File: config.mk
export PLATFORM = sky130hd
export DESIGN_NAME = synth_envelope_pwm
export DESIGN_NICKNAME = d
export VERILOG_FILES = /design/src/rtl/synth_pkg.sv /design/src/rtl/sync_2ff.sv /design/src/rtl/synth_envelope_pwm.sv
export SDC_FILE = /design/constraint.sdc
export NUM_CORES = 1
export LEC_CHECK = 0
export CAP_MARGIN = 20
export CORE_MARGIN = 5
export CORE_UTILIZATION = 50
export CTS_BUF_LIST = sky130_fd_sc_hd__clkbuf_16
export DETAILED_ROUTE_END_ITERATION = 8
export GPL_TIMING_DRIVEN = 0
export PLACE_DENSITY = 0.74
export SLEW_MARGIN = 15
export SYNTH_ARGS = -nofsm -noshare
export SYNTH_HDL_FRONTEND = slang
export SYNTH_SLANG_ARGS = --single-unit
File: constraint.sdc
create_clock -name clk -period 2.1 [get_ports clk]
set_input_delay 0.42 -clock clk [delete_from_list [all_inputs] [get_ports clk]]
set_output_delay 0.42 -clock clk [all_outputs]
set_load 0.005 [all_outputs]
File: src/rtl/synth_pkg.sv
// Shared definitions for the pocket_synth output stage.
// Holds the envelope state codes (also reused by the synth LED logic)
// and the default envelope/PWM resolution.
package synth_pkg;

   localparam int unsigned LEVEL_W_DEFAULT = 8;

   typedef enum logic [2:0] {
      ENV_IDLE    = 3'd0,
      ENV_ATTACK  = 3'd1,
      ENV_DECAY   = 3'd2,
      ENV_SUSTAIN = 3'd3,
      ENV_RELEASE = 3'd4
   } env_state_e;

endpackage

File: src/rtl/sync_2ff.sv
// Two-flop synchronizer for a bundle of independent asynchronous levels.
// Ports:
//   clk_i  system clock
//   rst_i  asynchronous active-high reset, clears both stages
//   d_i    asynchronous inputs
//   q_o    synchronized outputs (two clk edges of latency)
module sync_2ff #(
   parameter int unsigned Width = 1
) (
   input  logic             clk_i,
   input  logic             rst_i,
   input  logic [Width-1:0] d_i,
   output logic [Width-1:0] q_o
);

   logic [Width-1:0] meta_q;
   logic [Width-1:0] sync_q;

   always_ff @(posedge clk_i or posedge rst_i) begin
      if (rst_i) begin
         meta_q <= '0;
         sync_q <= '0;
      end else begin
         meta_q <= d_i;
         sync_q <= meta_q;
      end
   end

   assign q_o = sync_q;

endmodule

File: src/rtl/synth_envelope_pwm.sv
// ADSR envelope and PWM output stage for the pocket_synth square wave.
// The key gate drives an attack/decay/sustain/release level ramp; the
// level sets the PWM duty applied while the tone is high.
// Ports:
//   clk      system clock
//   rst      asynchronous active-high reset
//   tone_in  square wave from the synth core (asynchronous)
//   gate     key-held level (asynchronous, may bounce)
//   pwm_out  registered PWM audio to the pin
//   level    current envelope level
//   active   high whenever the envelope is not idle
//   state    encoded envelope state for debug/LEDs
module synth_envelope_pwm
   import synth_pkg::*;
#(
   parameter int unsigned LEVEL_W       = LEVEL_W_DEFAULT,
   parameter int unsigned ATTACK_STEP   = 94,
   parameter int unsigned DECAY_STEP    = 188,
   parameter int unsigned RELEASE_STEP  = 2353,
   parameter int unsigned SUSTAIN_LEVEL = 160
) (
   input  logic               clk,
   input  logic               rst,
   input  logic               tone_in,
   input  logic               gate,
   output logic               pwm_out,
   output logic [LEVEL_W-1:0] level,
   output logic               active,
   output logic [2:0]         state
);

   localparam int unsigned MaxAD   = (ATTACK_STEP > DECAY_STEP) ? ATTACK_STEP : DECAY_STEP;
   localparam int unsigned MaxStep = (MaxAD > RELEASE_STEP) ? MaxAD : RELEASE_STEP;
   localparam int unsigned PrescW  = $clog2(MaxStep + 1);

   localparam logic [LEVEL_W-1:0] LevelMax   = '1;
   localparam logic [LEVEL_W-1:0] LevelMaxM1 = LevelMax - 1'b1;
   localparam logic [LEVEL_W-1:0] SusLvl     = LEVEL_W'(SUSTAIN_LEVEL);
   localparam logic [LEVEL_W-1:0] SusLvlP1   = SusLvl + 1'b1;
   localparam logic [LEVEL_W-1:0] LevelOne   = LEVEL_W'(1);

   logic [1:0] sync_q;
   logic       tone_s;
   logic       gate_s;

   sync_2ff #(
      .Width(2)
   ) u_sync (
      .clk_i(clk),
      .rst_i(rst),
      .d_i  ({tone_in, gate}),
      .q_o  (sync_q)
   );

   assign tone_s = sync_q[1];
   assign gate_s = sync_q[0];

   env_state_e         state_q, state_d;
   logic [LEVEL_W-1:0] level_q, level_d;
   logic [PrescW-1:0]  presc_q, presc_d;
   logic [LEVEL_W-1:0] pwm_cnt_q;
   logic               pwm_q;
   logic               gate_d_q;
   logic [1:0]         settle_q;
   logic               armed_q;

   // The sync stages reset to 0, so a gate already high at reset release
   // would look like a rising edge. Only arm edge detection once a real
   // pin sample (pipeline filled) has been seen low.
   logic gate_valid;
   logic gate_rise;
   assign gate_valid = (settle_q == 2'd2);
   assign gate_rise  = gate_s & ~gate_d_q & armed_q;

   always_ff @(posedge clk or posedge rst) begin
      if (rst) begin
         state_q   <= ENV_IDLE;
         level_q   <= '0;
         presc_q   <= '0;
         pwm_cnt_q <= '0;
         pwm_q     <= 1'b0;
         gate_d_q  <= 1'b0;
         settle_q  <= 2'd0;
         armed_q   <= 1'b0;
      end else begin
         state_q   <= state_d;
         level_q   <= level_d;
         presc_q   <= presc_d;
         pwm_cnt_q <= pwm_cnt_q + 1'b1;
         pwm_q     <= tone_s & (pwm_cnt_q < level_q);
         gate_d_q  <= gate_s;
         if (!gate_valid) settle_q <= settle_q + 2'd1;
         armed_q   <= armed_q | (gate_valid & ~gate_s);
      end
   end

   logic [PrescW-1:0] step_last;
   logic              tick;

   always_comb begin
      step_last = '0;
      case (state_q)
         ENV_ATTACK:  step_last = PrescW'(ATTACK_STEP - 1);
         ENV_DECAY:   step_last = PrescW'(DECAY_STEP - 1);
         ENV_RELEASE: step_last = PrescW'(RELEASE_STEP - 1);
         default:     step_last = '0;
      endcase
   end

   assign tick = (presc_q == step_last);

   always_comb begin
      state_d = state_q;
      level_d = level_q;
      presc_d = presc_q;
      if (gate_rise) begin
         // Retrigger keeps the current level.
         state_d = ENV_ATTACK;
         presc_d = '0;
      end else if (!gate_s &&
                   (state_q inside {ENV_ATTACK, ENV_DECAY, ENV_SUSTAIN})) begin
         state_d = ENV_RELEASE;
         presc_d = '0;
      end else begin
         case (state_q)
            ENV_ATTACK: begin
               if (tick) begin
                  presc_d = '0;
                  // >= also covers a retrigger that starts at full scale.
                  if (level_q >= LevelMaxM1) begin
                     level_d = LevelMax;
                     state_d = ENV_DECAY;
                  end else begin
                     level_d = level_q + 1'b1;
                  end
               end else begin
                  presc_d = presc_q + 1'b1;
               end
            end
            ENV_DECAY: begin
               if (tick) begin
                  presc_d = '0;
                  if (level_q <= SusLvlP1) begin
                     level_d = SusLvl;
                     state_d = ENV_SUSTAIN;
                  end else begin
                     level_d = level_q - 1'b1;
                  end
               end else begin
                  presc_d = presc_q + 1'b1;
               end
            end
            ENV_RELEASE: begin
               if (tick) begin
                  presc_d = '0;
                  if (level_q <= LevelOne) begin
                     level_d = '0;
                     state_d = ENV_IDLE;
                  end else begin
                     level_d = level_q - 1'b1;
                  end
               end else begin
                  presc_d = presc_q + 1'b1;
               end
            end
            ENV_IDLE, ENV_SUSTAIN: presc_d = '0;
            default: begin
               state_d = ENV_IDLE;
               presc_d = '0;
            end
         endcase
      end
   end

   assign pwm_out = pwm_q;
   assign level   = level_q;
   assign state   = state_q;
   assign active  = (state_q != ENV_IDLE);

endmodule

==> results_dict.tcl, run 1 <==
set metrics [dict create \
    outcome "finished with violations" \
    violations "negative setup slack" \
    num_antenna_cells 0 \
    synth.yosys.seq_area_share_pct 39.62 \
    dp_hpwl_mm 3.879 \
    period_share_pct 101.9 \
    antenna_found_initial 0 \
    reg2reg_from "state[2]$_DFFE_PP0P_" \
    layout_common_cells "dfrtp_1 (38), nand2_1 (22), nor2_1 (22)" \
    clock_latency_ns 0.28 \
    hold_end "u_sync.q_o[0]$_DFF_PP0_" \
    cts_tree "done" \
    slew_headroom_pct 70.90 \
    worstSetupStartpointType "flop" \
    grt_pass1_vias 2096 \
    tightestPinTransition_ns 0.4329 \
    fin_crit_ns 2.141 \
    synth-async-reset-ratio_pct 100.0 \
    maxCapViolations 0 \
    reg2reg_slack_ns -0.04 \
    nets 329 \
    crit_chain "buf_6 > buf_12 > or3b_4 > a41o_1 > o21a_1 > a221o_1 > nand2_1 > mux2i_1" \
    place_area_sq_um 2795 \
    synth_nets 293 \
    critPathRequiredTime_ns 2.30 \
    fmax_ghz 0.4671 \
    grt_max_degree 28 \
    setup_violations 8 \
    clockRootBuffer "clkbuf_16" \
    r2r-end "state[0]$_DFFE_PP0P_" \
    path_max_fanout 7 \
    cpPeakStageDelay_ns 0.37 \
    worstRegToRegCells 8 \
    rows 25 \
    synth_top_area_share_pct 39.62 \
    drv_slew 0 \
    wl_per_cell_microns 16.19 \
    dieArea_sq_um 6574 \
    netlist_instances 275 \
    rsz0062_at_grt "true" \
    slowest_stage "or3b_4" \
    grt_pass1_wl_mm 10.16 \
    yosys.area.top_type "dfrtp_1" \
    io_pins 17 \
    drive_gt1_share_pct 22.19 \
    grt-ovfl-total 0 \
    holdPathStages 0 \
    synth.area.top_cells "dfrtp_1 (40%), ha_1 (6.9%), xor2_1 (3.5%), nor2_1 (3.4%), nand2_1 (3.3%)" \
    synth_seq_cells 40 \
    skew_ns 0.006733 \
    first_iter_violations 299 \
    synth_edf_count 0 \
    vias 2284 \
    die_width_microns 81.08 \
    ys_types 61 \
    start_util_pct 52.44 \
    coreArea_sq_um 4817 \
    ys.flop_type "dfrtp_1" \
    critical_path.top_delay_family "compound AO/OA/AOI/OAI gates" \
    syn_to_final_growth_pct 29.22 \
    hold_viol 0 \
    ys.warnings.count 0 \
    syn_avg_cell_area_sq_um 9.186 \
    path_class "reg2reg" \
    track_usage_pct 19.81 \
    crit_arrival_ns 2.34 \
    power.density_nw_per_um2 1282 \
    place_congestion 0.9865 \
    portBuffers 16 \
    avgViaCountPerCell 6.042 \
    stdcell_area_sq_um 3264 \
    drcViolationCount 0 \
    die_h_microns 81.08 \
    dr.pass1.iters 5 \
    pre_cts_slack_ns -0.2555 \
    path_buf_inv 2 \
    worst_slack_ns -0.04079 \
    hp-start "u_sync.meta_q[0]$_DFF_PP0_" \
    syn-cell-area_sq_um 2526 \
    final_common_cell "dfrtp_1" \
    numCtsBuffers 5 \
    power.leakage_uw 0.001382 \
    h-tree-depth 2 \
    cts_sinks 40 \
    ant_nets 0 \
    crit_path_end_kind "flop" \
    wirelength_mm 6.118 \
    tns_ns -0.1206 \
    hold_class "reg2reg" \
    cts.clk_slew.worst_paths_ns 0.06 \
    ir_drop_uv 547.6 \
    clockBufferDepth 2 \
    fin_hold_ws_ns 0.3436 \
]
==> sequential cells by signal, summed over array words and instances, names as in the netlist <==
signal         cells
presc_q           12
level              8
pwm_cnt_q          8
state              3
settle_q           2
u_sync.meta_q      2
u_sync.q_o         2
armed_q            1
gate_d_q           1
pwm_out            1
==> per-layer routing <==
metal | GRT usage [%] | up-vias | share of wire, %
met2 | 30.46 | 132 | 45
met3 | 3.659 | 19 | 8.5
met4 | 6.419 | 0 | 2.0
met1 | 28.13 | 1074 | 44
li1 | - | 1059 | -
met5 | 0 | - | 0
==> synth_stat cells, types with 2 or more instances <==
master	number
o22ai_1	2
buf_2	5
a21oi_1	11
xor2_1	10
o21a_1	3
and4_1	3
nor2_1	23
or4_1	2
a31oi_1	2
o21ai_0	11
nand4_1	5
xnor2_1	9
o2111ai_1	2
clkbuf_1	10
and3_1	3
o211ai_1	6
mux2i_1	2
or3_1	4
a211oi_1	5
a41o_1	2
a21o_1	4
nand2b_1	4
nor4_1	3
nand3_1	11
dfrtp_1	40
nor3_1	5
o21ai_1	3
inv_1	16
o21bai_1	2
ha_1	14
or2_2	2
nand2_1	22
==> per-stage QoR <==
step           power, uW  utilization, %  cells
3_5_place_dp        2664           58.03    359
5_1_grt             4415           67.77    378
3_3_place_gp        2633           57.61    358
4_1_cts             3938           65.90    379
2_1_floorplan       2153               -    275
6_report            4186           67.77    378
==> timing repair <==
action | in CTS | in global routing
gates cloned | 0 | 1
buffers inserted | 13 | 4
setup endpoints to repair | 21 | 23
pin swaps | 11 | 9
gates resized for setup | 24 | 14
hold buffers | 0 | 0
==> cell families (layout without fill, tap and decap cells) <==
kind of cell	Yosys count	in the layout	synth area share, %
muxes	2	2	0.7925
xor gates and xnor gates	19	19	6.587
adders and majority gates	14	14	6.934
DFF	40	40	39.62
buffers and inverters	35	71	6.538
and+or+nand+nor	97	97	20.41
AOI/OAI and AO/OA	68	68	19.12
==> how the worst max path moves through the flow <==
stage                          from                   end  cells after the start
2_1_floorplan  level[1]$_DFFE_PP0P_  level[5]$_DFFE_PP0P_                      8
3_3_place_gp   state[0]$_DFFE_PP0P_  level[3]$_DFFE_PP0P_                      9
3_5_place_dp   state[0]$_DFFE_PP0P_  level[3]$_DFFE_PP0P_                      9
4_1_cts        state[2]$_DFFE_PP0P_  level[5]$_DFFE_PP0P_                      8
5_1_grt        state[2]$_DFFE_PP0P_  level[2]$_DFFE_PP0P_                     11
6_report       state[2]$_DFFE_PP0P_  state[0]$_DFFE_PP0P_                      8
==> report_power, final <==
part | total, uW | internal [uW] | leakage [uW] | switching, uW
registers | 1050 | 878 | 0.000511 | 171
logic | 2160 | 1070 | 0.000781 | 1100
clock network | 972 | 674 | 0.0000899 | 299
==> final cells by class <==
class	instances	area, sq um
plain buffers	12	111.4
inverters	17	66.31
flip-flops and latches	40	1003
clock inverters	2	60.06
well taps	67	83.83
repair buffers	35	344.1
multi-input cells	200	1470
clock buffers	5	125.1
fillers	378	1553
(Power assumes the default switching activity.)
==> inputs of run 2 (changes only) <==
--- a/config.mk
+++ b/config.mk
@@ -11,7 +11,7 @@
 export CTS_BUF_LIST = sky130_fd_sc_hd__clkbuf_16
 export DETAILED_ROUTE_END_ITERATION = 8
 export GPL_TIMING_DRIVEN = 0
-export PLACE_DENSITY = 0.74
+export PLACE_DENSITY = 0.73
 export SLEW_MARGIN = 15
 export SYNTH_ARGS = -nofsm -noshare
 export SYNTH_HDL_FRONTEND = slang
==> run 2 against run 1 <==
Net effect: the run still ends with negative setup slack left; design area grew 0.31%; worst setup slack better by 0.014 ns; utilization increased by 0.21 points; critical endpoint is now state[1]$_DFFE_PP0P_; non-clock buffer count is 3 lower; total power down 1.1%; combinational power decreased by 4%; via count down 1.3%; maximum frequency grew 0.65%.
==> results_dict.tcl, run 2 (synthesized netlist as in run 1, its figures left out) <==
set metrics [dict create \
    fillers 378 \
    cts.clk_slew.worst_paths_ns 0.06 \
    power.density_nw_per_um2 1264 \
    track_usage_pct 19.96 \
    fin_crit_ns 2.127 \
    coreArea_sq_um 4817 \
    wl_met1_mm 2.660 \
    rsz0062_at_grt "true" \
    cts_sinks 40 \
    crit_path_end_kind "flop" \
    pre_cts_slack_ns -0.2583 \
    drive_gt1_share_pct 22.73 \
    cpPeakStageDelay_ns 0.38 \
    hold_viol 0 \
    layout_common_cells "dfrtp_1 (37), nand2_1 (21), clkdlybuf4s50_1 (16)" \
    dp_hpwl_mm 4.050 \
    worstSetupStartpointType "flop" \
    grt-ovfl-total 0 \
    post-route-util_pct 67.97 \
    wirelength_mm 6.204 \
    maxCapViolations 0 \
    fmax_ghz 0.4702 \
    grt_max_degree 24 \
    regMostFlops "presc_q" \
    violations "negative setup slack" \
    slowest_stage "dfrtp_2" \
    die_width_microns 81.08 \
    vias 2254 \
    holdPathStages 0 \
    num_antenna_cells 0 \
    hold_buffers 0 \
    path_max_fanout 5 \
    final_common_cell "dfrtp_1" \
    first_iter_violations 239 \
    clockRootBuffer "clkbuf_16" \
    skew_ns 0.004461 \
    crit_arrival_ns 2.35 \
    hp-start "u_sync.meta_q[0]$_DFF_PP0_" \
    tightestPinTransition_ns 0.4748 \
    path_class "reg2reg" \
    rows 25 \
    hold_end "u_sync.q_o[0]$_DFF_PP0_" \
    worstRegToRegCells 9 \
    worst_slack_ns -0.02689 \
    place_congestion 0.9300 \
    grt_pass1_wl_mm 10.12 \
    highest_layer "met4" \
    critPathRequiredTime_ns 2.32 \
    largest_reg_flops 12 \
    period_share_pct 101.3 \
    grt_pass1_vias 2175 \
    nets 326 \
    dieArea_sq_um 6574 \
    h-tree-depth 2 \
    critical_path.top_delay_family "compound AO/OA/AOI/OAI gates" \
    cts_tree "done" \
    die_h_microns 81.08 \
    ir_drop_uv 582.6 \
    numCtsBuffers 5 \
    hold_class "reg2reg" \
    setup_violations 2 \
    ant_nets 0 \
    start_util_pct 52.44 \
    reg2reg_slack_ns -0.03 \
    power.leakage_uw 0.001355 \
    met3_length_microns 456 \
    portBuffers 16 \
    io_pins 17 \
    outcome "finished with violations" \
    dr.pass1.iters 5 \
    drcViolationCount 0 \
    path_buf_inv 2 \
    syn_to_final_growth_pct 29.62 \
    wl_per_cell_microns 16.54 \
    r2r-end "state[1]$_DFFE_PP0P_" \
    avgViaCountPerCell 6.011 \
    reg2reg_from "level[1]$_DFFE_PP0P_" \
    clockBufferDepth 2 \
    clock_latency_ns 0.28 \
    slew_headroom_pct 67.53 \
    drv_slew 0 \
    wl_met2_mm 2.957 \
    antenna_found_initial 0 \
    crit_chain "inv_2 > ha_1 > or2_2 > a41o_1 > o21a_1 > a221o_1 > buf_4 > a21bo_1 > nand2_1" \
]
## run 2: cell types whose count changed in the layout (fill, tap and decap cells not counted), moves of 2 or more
cell	change
a21oi_1	+3
a21oi_2	-3
buf_4	-4
buf_6	-4
clkbuf_1	+2
inv_2	+2
nor2_1	-9
nor2_2	+2
nor2_4	+7
## run 2: how the worst max path moves through the flow
stage / from / end / cells after the start
final: level[1]$_DFFE_PP0P_ / state[1]$_DFFE_PP0P_ / 9
after global routing: state[2]$_DFFE_PP0P_ / level[1]$_DFFE_PP0P_ / 9
after CTS: state[2]$_DFFE_PP0P_ / level[3]$_DFFE_PP0P_ / 9
after detailed placement: state[0]$_DFFE_PP0P_ / level[3]$_DFFE_PP0P_ / 9
after global placement: rst / level[1]$_DFFE_PP0P_ / 2
after floorplan: level[1]$_DFFE_PP0P_ / level[5]$_DFFE_PP0P_ / 8
## run 2: final cells by class
class                      instances  area (sq um)  share of cell area [%]
timing repair buffer              31         321.6                   9.820
buffer                            13         113.9                   3.477
clock inverter                     2         60.06                   1.834
inverter                          17         63.81                   1.949
multi-input combinational        200          1501                   45.85
tap                               67         83.83                   2.560
clock buffer                       5         125.1                   3.821
sequential                        40          1005                   30.68
## run 2: repair_timing
item,4_1_cts,5_1_grt
cloned,0,2
buffers inserted,6,6
pin swaps,5,12
endpoints found under the setup margin,21,22
gates resized for setup,13,40
## run 2: worst reg2reg max path, delay by kind of cell, from the launching register on
kind	cells	cell delay, ns
DFF	1	0.38
buffers and inverters	2	0.23
AOI/OAI and AO/OA	4	0.91
adders and majority gates	1	0.19
and+or+nand+nor	2	0.36
## run 2: metrics by stage
step / power [uW] / instance area (sq um) / setup TNS, ns / hold slack (ns) / instances
detailed placement: 2678 / 2803 / -3.409 / 0.3449 / 359
CTS: 3800 / 3077 / -0.4126 / 0.3585 / 371
finish: 4140 / 3274 / -0.02816 / 0.3558 / 375
global route: 4395 / 3274 / -1.510 / 0.3647 / 375
floorplan: 2153 / 2531 / 0 / 0.3312 / 275
global placement: 2645 / 2775 / -7.087 / 0.3335 / 358
## run 2: report_power, final
group          internal [uW]  total, uW  switching (uW)  leakage (uW)
Combinational           1020       2080            1050      0.000755
Sequential               880       1080             196      0.000510
Clock                    674        987             313     0.0000899
Total                   2580       4140            1560       0.00136
## run 2: metal layers
layer / up-vias / track usage (%)
met3: 13 / 4.213
met4: 0 / 6.588
met2: 93 / 31.36
met5: - / 0
li1: 1056 / -
met1: 1092 / 27.40
